===== config.mk =====
export PLATFORM = sky130hd
export DESIGN_NAME = nem_ohmux_bbm_seq_flat
export DESIGN_NICKNAME = d
export VERILOG_FILES = /design/src/rtl/nem_ohmux_bbm_seq_if.sv /design/src/rtl/nem_ohmux_bbm_seq.sv /design/src/flat_wrapper.sv
export SDC_FILE = /design/constraint.sdc
export NUM_CORES = 1
export LEC_CHECK = 0
export CAP_MARGIN = 20
export CORE_ASPECT_RATIO = 0.7
export CORE_UTILIZATION = 43
export CTS_BUF_LIST = sky130_fd_sc_hd__clkbuf_4
export CTS_CLUSTER_SIZE = 8
export DETAILED_ROUTE_END_ITERATION = 8
export PLACE_DENSITY = 0.81
export SYNTH_ARGS = -nofsm -noshare
export SYNTH_HDL_FRONTEND = slang
export SYNTH_SLANG_ARGS = --single-unit

===== constraint.sdc =====
create_clock -name CP -period 2.91 [get_ports CP]
set_clock_uncertainty 0.15 [all_clocks]
set_input_delay 0.7275 -clock CP [delete_from_list [all_inputs] [get_ports CP]]
set_output_delay 0.7275 -clock CP [all_outputs]
set_load 0.05 [all_outputs]

===== src/rtl/nem_ohmux_bbm_seq_if.sv =====
// Request/data bundle for the sequenced NEM one-hot inverting mux.
// The master drives the request and channel data; the slave returns relay drive and output.
interface nem_ohmux_bbm_seq_if #(
  parameter int NIN   = 4,
  parameter int WIDTH = 8
);
  logic [NIN-1:0]       SEL_REQ;
  logic                 REQ_VLD;
  logic                 REQ_RDY;
  logic [NIN*WIDTH-1:0] I;
  logic [NIN-1:0]       S;
  logic [WIDTH-1:0]     ZN;
  logic                 ZN_VLD;
  logic                 BUSY;
  logic                 ERR;

  modport master (
    output SEL_REQ, REQ_VLD, I,
    input  REQ_RDY, S, ZN, ZN_VLD, BUSY, ERR
  );

  modport slave (
    input  SEL_REQ, REQ_VLD, I,
    output REQ_RDY, S, ZN, ZN_VLD, BUSY, ERR
  );
endinterface


===== src/rtl/nem_ohmux_bbm_seq.sv =====
// Clocked NEM one-hot inverting mux with break-before-make relay sequencing.
// Relays are opened for BREAK_CYC cycles before a new channel closes; output is valid after MAKE_CYC.
module nem_ohmux_bbm_seq #(
  parameter int NIN       = 4,
  parameter int WIDTH     = 8,
  parameter int BREAK_CYC = 2,
  parameter int MAKE_CYC  = 3
) (
  input logic                CP,
  input logic                RST,
  nem_ohmux_bbm_seq_if.slave bus
);

  localparam int MAX_CYC = (BREAK_CYC > MAKE_CYC) ? BREAK_CYC : MAKE_CYC;
  localparam int CW      = $clog2(MAX_CYC + 1);
  localparam logic [CW-1:0] C_BREAK = CW'(BREAK_CYC);
  localparam logic [CW-1:0] C_MAKE  = CW'(MAKE_CYC);
  localparam logic [CW-1:0] C_ONE   = CW'(1);

  typedef enum logic [1:0] {ST_OPEN, ST_BREAK, ST_MAKE, ST_CLOSED} state_t;

  state_t           r_state, w_state_nxt;
  logic [CW-1:0]    r_cnt, w_cnt_nxt;
  logic [NIN-1:0]   r_tgt, w_tgt_nxt;
  logic [NIN-1:0]   r_s, w_s_nxt;
  logic [WIDTH-1:0] r_zn, w_zn_nxt;
  logic             r_zn_vld, w_zn_vld_nxt;
  logic             r_err, w_err_nxt;

  logic             w_rdy;
  logic             w_accept;
  logic             w_multi;

  // Ready is gated by reset directly so no request can be taken while the block is held.
  assign w_rdy    = ~RST & ((r_state == ST_OPEN) | (r_state == ST_CLOSED));
  assign w_accept = bus.REQ_VLD & w_rdy;
  assign w_multi  = (bus.SEL_REQ & (bus.SEL_REQ - NIN'(1))) != '0;

  // NOTE: sequential state uses non-blocking assignments so every register samples pre-edge values.
  always_ff @(posedge CP or posedge RST) begin
    if (RST) begin
      r_state  <= ST_OPEN;
      r_cnt    <= '0;
      r_tgt    <= '0;
      r_s      <= '0;
      r_zn     <= '1;
      r_zn_vld <= 1'b0;
      r_err    <= 1'b0;
    end else begin
      r_state  <= w_state_nxt;
      r_cnt    <= w_cnt_nxt;
      r_tgt    <= w_tgt_nxt;
      r_s      <= w_s_nxt;
      r_zn     <= w_zn_nxt;
      r_zn_vld <= w_zn_vld_nxt;
      r_err    <= w_err_nxt;
    end
  end

  // NOTE: every comb output gets a default first so no path can infer a latch.
  always_comb begin
    w_state_nxt = r_state;
    w_cnt_nxt   = r_cnt;
    w_tgt_nxt   = r_tgt;
    w_err_nxt   = w_accept & w_multi;
    unique case (r_state)
      ST_OPEN: begin
        if (w_accept && !w_multi && bus.SEL_REQ != '0) begin
          w_tgt_nxt   = bus.SEL_REQ;
          w_state_nxt = ST_MAKE;
          w_cnt_nxt   = C_MAKE;
        end
      end
      ST_CLOSED: begin
        if (w_accept && !w_multi && bus.SEL_REQ != r_tgt) begin
          w_tgt_nxt   = bus.SEL_REQ;
          w_state_nxt = ST_BREAK;
          w_cnt_nxt   = C_BREAK;
        end
      end
      ST_BREAK: begin
        if (r_cnt == C_ONE) begin
          // A zero target means the request was simply to open everything.
          if (r_tgt != '0) begin
            w_state_nxt = ST_MAKE;
            w_cnt_nxt   = C_MAKE;
          end else begin
            w_state_nxt = ST_OPEN;
            w_cnt_nxt   = '0;
          end
        end else begin
          w_cnt_nxt = r_cnt - C_ONE;
        end
      end
      ST_MAKE: begin
        if (r_cnt == C_ONE) begin
          w_state_nxt = ST_CLOSED;
          w_cnt_nxt   = '0;
        end else begin
          w_cnt_nxt = r_cnt - C_ONE;
        end
      end
      default: w_state_nxt = ST_OPEN;
    endcase
  end

  // Gate drive and valid follow the state being entered; ZN follows the gates already applied.
  always_comb begin
    w_s_nxt      = ((w_state_nxt == ST_MAKE) || (w_state_nxt == ST_CLOSED)) ? w_tgt_nxt : '0;
    w_zn_vld_nxt = (w_state_nxt == ST_CLOSED);
    w_zn_nxt     = '1;
    for (int k = 0; k < NIN; k++) begin
      if (r_s[k]) w_zn_nxt = w_zn_nxt & ~bus.I[k*WIDTH +: WIDTH];
    end
  end

  assign bus.REQ_RDY = w_rdy;
  assign bus.S       = r_s;
  assign bus.ZN      = r_zn;
  assign bus.ZN_VLD  = r_zn_vld;
  assign bus.BUSY    = (r_state == ST_BREAK) || (r_state == ST_MAKE);
  assign bus.ERR     = r_err;

endmodule


===== src/flat_wrapper.sv =====
// flat-port wrapper written by rule: the top's interface ports become plain ports
module nem_ohmux_bbm_seq_flat 
#(
  parameter int NIN       = 4,
  parameter int WIDTH     = 8,
  parameter int BREAK_CYC = 2,
  parameter int MAKE_CYC  = 3
)
  (CP, RST, bus_SEL_REQ, bus_REQ_VLD, bus_I, bus_REQ_RDY, bus_S, bus_ZN, bus_ZN_VLD, bus_BUSY, bus_ERR);
  nem_ohmux_bbm_seq_if #(.NIN(NIN), .WIDTH(WIDTH)) bus_i ();
  input logic CP;
  input logic RST;
  input wire logic [$bits(bus_i.SEL_REQ)-1:0] bus_SEL_REQ;
  input wire logic [$bits(bus_i.REQ_VLD)-1:0] bus_REQ_VLD;
  input wire logic [$bits(bus_i.I)-1:0] bus_I;
  output wire logic [$bits(bus_i.REQ_RDY)-1:0] bus_REQ_RDY;
  output wire logic [$bits(bus_i.S)-1:0] bus_S;
  output wire logic [$bits(bus_i.ZN)-1:0] bus_ZN;
  output wire logic [$bits(bus_i.ZN_VLD)-1:0] bus_ZN_VLD;
  output wire logic [$bits(bus_i.BUSY)-1:0] bus_BUSY;
  output wire logic [$bits(bus_i.ERR)-1:0] bus_ERR;
  assign bus_i.SEL_REQ = bus_SEL_REQ;
  assign bus_i.REQ_VLD = bus_REQ_VLD;
  assign bus_i.I = bus_I;
  assign bus_REQ_RDY = bus_i.REQ_RDY;
  assign bus_S = bus_i.S;
  assign bus_ZN = bus_i.ZN;
  assign bus_ZN_VLD = bus_i.ZN_VLD;
  assign bus_BUSY = bus_i.BUSY;
  assign bus_ERR = bus_i.ERR;
  nem_ohmux_bbm_seq #(.NIN(NIN), .WIDTH(WIDTH), .BREAK_CYC(BREAK_CYC), .MAKE_CYC(MAKE_CYC)) u_core (.CP(CP), .RST(RST), .bus(bus_i));
endmodule

==> results.txt, run 1 <==
Status = finished clean
Leading cell type in the layout, fill and taps excluded = clkdlybuf4s50_1
Max Cap Violations = 0
Drt initial violations = 74
Pre-antenna DRT Iters = 4
Layout cell share with drive strength beyond 1 = 0.1353
Cell Area, Synth = 1272 µm²
N_diodes = 0
First-pass GRT wire length = 4.947 mm
DRT Wirelength = 3.208 mm
Final Hold Fails = 0
H-tree levels = 1
FMAX = 374.1 MHz
Pre-CTS WS = -0.05931 ns
Static leakage = 0.0007771 µW
Die Area = 3184 µm²
Power Density = 951.9 nW/µm²
Most frequent cells in the layout = clkdlybuf4s50_1, dfrtp_1, nand2_1
TNS Setup = 0 ns
Adder-cell share of the synthesized area = 0.04916
CTS Hold Bufs = 0
Largest net degree at the start of global routing = 23
WP data required = 2.96 ns
Area growth syn-to-layout = 43.95%
Final ANT Viol Nets = 0
Synth warn = 0
Crit-path max cell delay = 0.60 ns
Routed len/inst = 15.57 µm
Clk_lat worst skew = 0.30 ns
Largest family of logic cells by synthesized area = compound AO/OA/AOI/OAI gates
Yosys cell types = 36
Fill cell count = 210
CP max stage cell = clkdlybuf4s50_1
Minimum clock period = 2.673 ns
# rows = 16
RSZ-0062 raised after global routing = no
Crit. End Element = flop
Via count = 1127
Gr usage total = 0.2124
Vias in the first global route = 1038
Nets = 215
Worst relative slew slack = 0.4552
WS Path Type = in -> reg
Placed cell count = 202
Clk slew on worst S/H paths = 0.12 ns
Non-Filler Instances = 206
Final Util = 0.6536
Max Transition Viols Final = 0
Postcts setup bufs = 0
Finish-stage setup viols = 0
Cells after Synth = 120
Post-Synth XOR/XNOR Area = 0.03441
DRC = 0
CP Cell Sequence = clkdlybuf4s50_1 > nor3_1 > o31ai_1 > o21a_1 > nor2_2 > mux2_4
Die Span X = 67.02 µm
Hold Path Class = reg -> reg
Syn Area/Cell = 10.60 µm²
Core area = 2803 µm²
Mux cell area share after synthesis = 0.01180
Post-DP HPWL = 2.590 mm
Clock buffer depth = 2
Startpoint Class = input port
Routability Congestion = 0.8712
Number of synthesized register bits = 22
Maximum VDD drop = 380.9 µV
Final period utilization = 0.9185
Global route overflow = 0
Slew @ Worst Pin = 0.8163 ns
Compound-Gate Fraction of Synth Area = 0.2724
DR vias/cell = 5.471
CTS Sinks = 22
Synthesized Nets = 164
Arrival @ worst endpoint = 2.73 ns
DIE HEIGHT = 47.52 µm
Antenna violations before repair = 0
Total CTS buffers = 3
Sequential share of the synthesized area = 0.4405
Initial Util = 0.4540
Worst Setup Slack, final = 0.2371 ns
Crit Path Max Fanout = 10
CTS tree = done
# IOs = 55
PortBufs = 54
Root Buffer = clkbuf_4
PostCTS Resize Cnt = 0
Simple logic cell fraction of the synthesized area = 0.1239
[cell families (layout without fill, tap and decap cells)]
| group | Yosys count | in the layout |
|---|---|---|
| buffers and inverters | 15 | 65 |
| AND/OR/NAND/NOR | 27 | 27 |
| multiplexers | 1 | 1 |
| AO/OA/AOI/OAI | 45 | 45 |
| flip-flops | 22 | 22 |
| XOR/XNOR | 5 | 5 |
| adder cells (fa/ha/maj) | 5 | 5 |
[layer usage]
metal / wire (µm) / track usage / share of wire
met2: 1589 / 0.3340 / 0.50
met3: 162 / 0.05714 / 0.050
met1: 1418 / 0.2920 / 0.44
met4: 38 / 0.05957 / 0.012
met5: 0 / 0 / 0
[through the flow]
step / power, µW / hold slack [ns] / cell area [µm²]
after floorplan: 1278 / 0.3317 / 1272
after global placement: 1568 / 0.3504 / 1805
after detailed placement: 1606 / 0.3546 / 1805
after CTS: 1748 / 0.3818 / 1832
after global routing: 1848 / 0.4013 / 1832
final: 1744 / 0.3760 / 1832
[power breakdown]
part	internal [µW]	switching, µW
sequential	436	82.0
combinational	440	645
clock	50.1	90.1
[critical path: cells and delay by family]
family	cells	cell delay [ns]
compound gates	2	0.45
buf+inv	1	0.60
mux	1	0.31
simple gates	2	0.63
[path summary, 6_finish.rpt]
kind	depth (start not counted)	slack, ns	startpoint	to
max in group asynchronous	2	1.28	RST	u_core.bus.S[3]
min in group asynchronous	2	0.83	RST	u_core.bus.ERR
worst max-delay path	6	0.24	bus_SEL_REQ[0]	u_core.r_cnt[0]
worst min-delay path	1	0.38	u_core.r_cnt[1]	u_core.r_cnt[1]
worst min register to register	1	0.38	u_core.r_cnt[1]	u_core.r_cnt[1]
worst max register to register	7	0.50	u_core.r_state[1]	u_core.r_cnt[0]
[flip-flops by register name, summed over array words and instances, names as in the netlist]
| signal | flops |
|---|---|
| u_core.bus.ZN | 8 |
| u_core.bus.S | 4 |
| u_core.r_tgt | 4 |
| u_core.r_cnt | 2 |
| u_core.r_state | 2 |
| u_core.bus.ERR | 1 |
| u_core.bus.ZN_VLD | 1 |
[layout make-up]
cell class / instances / area, µm² / share of cell area
Clock buffer: 3 / 22.52 / 0.01230
Clock inverter: 1 / 3.754 / 0.002049
Inverter: 7 / 26.28 / 0.01434
Multi-Input combinational cell: 83 / 625.6 / 0.3415
Sequential cell: 22 / 560.5 / 0.3060
Tap cell: 36 / 45.04 / 0.02459
Timing Repair Buffer: 54 / 548.0 / 0.2992
[Yosys cell counts, drive strengths merged]
library cell	number	area [µm²]
and2	1	8.760
o22a	3	27.53
nor3	2	10.01
o21a	1	7.510
ha	5	62.56
a22o	8	70.07
o41ai	2	17.52
clkbuf	2	7.510
a21o	2	15.01
mux2	1	15.01
o31ai	2	15.01
nor4	2	18.77
nor2b	1	6.260
inv	7	26.27
nor2	7	28.78
xor2	5	43.79
nor4b	3	26.28
buf	6	52.55
o21ai	5	25.02
o2bb2ai	1	8.760
or2	1	6.260
a211o	1	8.760
dfrtp	14	350.3
a21oi	8	40.04
nand2	9	33.78
dfstp	8	210.2
a211oi	3	32.53
nor3b	1	18.77
o32ai	1	8.760
a221oi	8	70.07
Note: power is estimated with default switching activity, not from simulation.
==> inputs of run 2 (changes only) <==
- PLACE_DENSITY: 0.81 -> not set
- PLACE_DENSITY_LB_ADDON: not set -> 0.25
==> run 2 against run 1 <==
Against the previous run: clock power is 66% higher; first-iteration DRC count shrank 24%; clock-buffer cell count unchanged; sequential power barely moved; non-clock buffer count increased by 1; critical path type is now reg -> out; via count is 3.2% higher; final area grew 1.8%; sequential cell count stayed put; sequential share of layout area decreased by 0.55 points; register-to-register slack is essentially flat; setup slack improved by 0.049 ns; combinational power is essentially flat.
==> results.txt, run 2 (synthesis results as in run 1) <==
Status = finished clean (unchanged)
Area growth syn-to-layout = 46.61% (was 43.95%)
Vias in the first global route = 981 (was 1038)
Antenna violations before repair = 0 (unchanged)
Maximum VDD drop = 496.5 µV (was 380.9 µV)
Core area = 2803 µm² (unchanged)
Clk slew on worst S/H paths = 0.12 ns (about the same)
Total CTS buffers = 3 (unchanged)
Family with the most delay on the worst path = buffers and inverters (was simple AND/OR/NAND/NOR gates)
DIE HEIGHT = 47.52 µm (unchanged)
Static leakage = 0.0007945 µW (was 0.0007771 µW)
PortBufs = 54 (unchanged)
# rows = 16 (unchanged)
CTS tree = done (unchanged)
Clk_lat worst skew = 0.31 ns (was 0.30 ns)
WP data required = 2.03 ns (was 2.96 ns)
Worst Hold Depth = 1 (unchanged)
Most frequent cells in the layout = clkdlybuf4s50_1, dfrtp_1, nand2_1 (unchanged)
Root Buffer = clkbuf_4 (unchanged)
Pre-antenna DRT Iters = 4 (unchanged)
First-pass GRT wire length = 4.692 mm (was 4.947 mm)
Setup crit start = u_core.bus.S[3] (was bus_SEL_REQ[0])
Finish-stage setup viols = 0 (unchanged)
Hold Crit Start = u_core.r_cnt[1] (unchanged)
Arrival @ worst endpoint = 1.75 ns (was 2.73 ns)
Crit. End Element = output pin (was flop)
Largest net degree at the start of global routing = 22 (was 23)
CTS Hold Bufs = 0 (unchanged)
Drt initial violations = 56 (was 74)
Worst path bufs/invs = 1 (unchanged)
Final Hold Fails = 0 (unchanged)
PostCTS Resize Cnt = 0 (unchanged)
Design area = 1866 µm² (was 1832 µm²)
Layout cell share with drive strength beyond 1 = 0.1462 (was 0.1353)
WS Path Type = reg -> out (was in -> reg)
Clock buffer depth = 2 (unchanged)
CP Depth = 1 (was 6)
Die Area = 3184 µm² (unchanged)
Die Span X = 67.02 µm (unchanged)
CTS Sinks = 22 (unchanged)
Routability Congestion = 0.8690 (was 0.8712)
R2r startpoint = u_core.r_state[0] (was u_core.r_state[1])
Worst hold slack = 0.3852 ns (was 0.3760 ns)
RSZ-0062 raised after global routing = no (unchanged)
Global route overflow = 0 (unchanged)
Max Cap Violations = 0 (unchanged)
FMAX = 381.1 MHz (was 374.1 MHz)
Via count = 1163 (was 1127)
TNS Setup = 0 ns (unchanged)
Post-DP HPWL = 2.511 mm (was 2.590 mm)
CP max stage cell = clkdlybuf4s50_1 (unchanged)
Hold Path Class = reg -> reg (unchanged)
Minimum clock period = 2.624 ns (was 2.673 ns)
Routed len/inst = 15.21 µm (was 15.57 µm)
Crit Path Max Fanout = 9 (was 10)
Placed cell count = 203 (was 202)
R2r worst-path depth = 7 (unchanged)
Slew @ Worst Pin = 0.5137 ns (was 0.8163 ns)
Nets = 216 (was 215)
Cell Area, Placed = 1813 µm² (was 1805 µm²)
Worst relative slew slack = 0.6564 (was 0.4552)
Postcts setup bufs = 0 (unchanged)
Largest register FFs = 8 (unchanged)
Final ANT Viol Nets = 0 (unchanged)
Gr usage total = 0.2077 (was 0.2124)
Max Transition Viols Final = 0 (unchanged)
H-tree levels = 1 (unchanged)
DR vias/cell = 5.618 (was 5.471)
N_diodes = 0 (unchanged)
# IOs = 55 (unchanged)
Leading cell type in the layout, fill and taps excluded = clkdlybuf4s50_1 (unchanged)
DRC = 0 (unchanged)
CP Cell Sequence = clkdlybuf4s50_1 (was clkdlybuf4s50_1 > nor3_1 > o31ai_1 > o21a_1 > nor2_2 > mux2_4)
Final total power = 1836 µW (was 1744 µW)
Non-Filler Instances = 207 (was 206)
Startpoint Class = flop (was input port)
Initial Util = 0.4540 (unchanged)
DRT Wirelength = 3.148 mm (was 3.208 mm)
Power Density = 984.0 nW/µm² (was 951.9 nW/µm²)
Final period utilization = 0.9018 (was 0.9185)
Crit-path max cell delay = 0.87 ns (was 0.60 ns)
run 2: cell types whose count changed in the layout (fill, tap and decap cells not counted):
cell / delta
buf_4: +1
bufinv_16: +1
clkinv_1: -1
run 2: path summary, 6_finish.rpt:
kind | slack (ns) | end
max | 0.29 | bus_S[3]
max reg2reg | 0.50 | u_core.r_cnt[0]
min | 0.39 | u_core.r_cnt[1]
max in group asynchronous | 1.59 | u_core.bus.ZN[7]
min in group asynchronous | 0.52 | u_core.bus.ERR
min reg2reg | 0.39 | u_core.r_cnt[1]
run 2: final cells by class:
cell class	count	area, µm²
multi-input cells	83	625.6
well taps	36	45.04
inverters	7	26.28
clock buffers	3	22.52
flip-flops and latches	22	560.5
clock inverters	1	30.03
fillers	229	937.1
repair buffers	55	555.5
run 2: report_power, final:
group | leakage, µW | internal (µW) | switching, µW
clock | 0.0000279 | 139 | 92.8
combinational | 0.000497 | 442 | 642
sequential | 0.000269 | 436 | 84.1
run 2: per-layer routing:
| layer | up-vias | part of all wire | GRT usage |
|---|---|---|---|
| li1 | 552 | - | - |
| met1 | 565 | 0.44 | 0.3016 |
| met2 | 44 | 0.48 | 0.3080 |
| met3 | 2 | 0.070 | 0.05714 |
| met4 | 0 | 0.0057 | 0.05106 |
| met5 | - | 0 | 0 |
run 2: per-stage QoR:
step | setup WS (ns) | utilization
floorplan | 0.2951 | -
global placement | 0.1487 | 0.6469
detailed placement | 0.06989 | 0.6469
CTS | 0.2806 | 0.6656
global route | 0.2143 | 0.6656
finish | 0.2858 | 0.6656
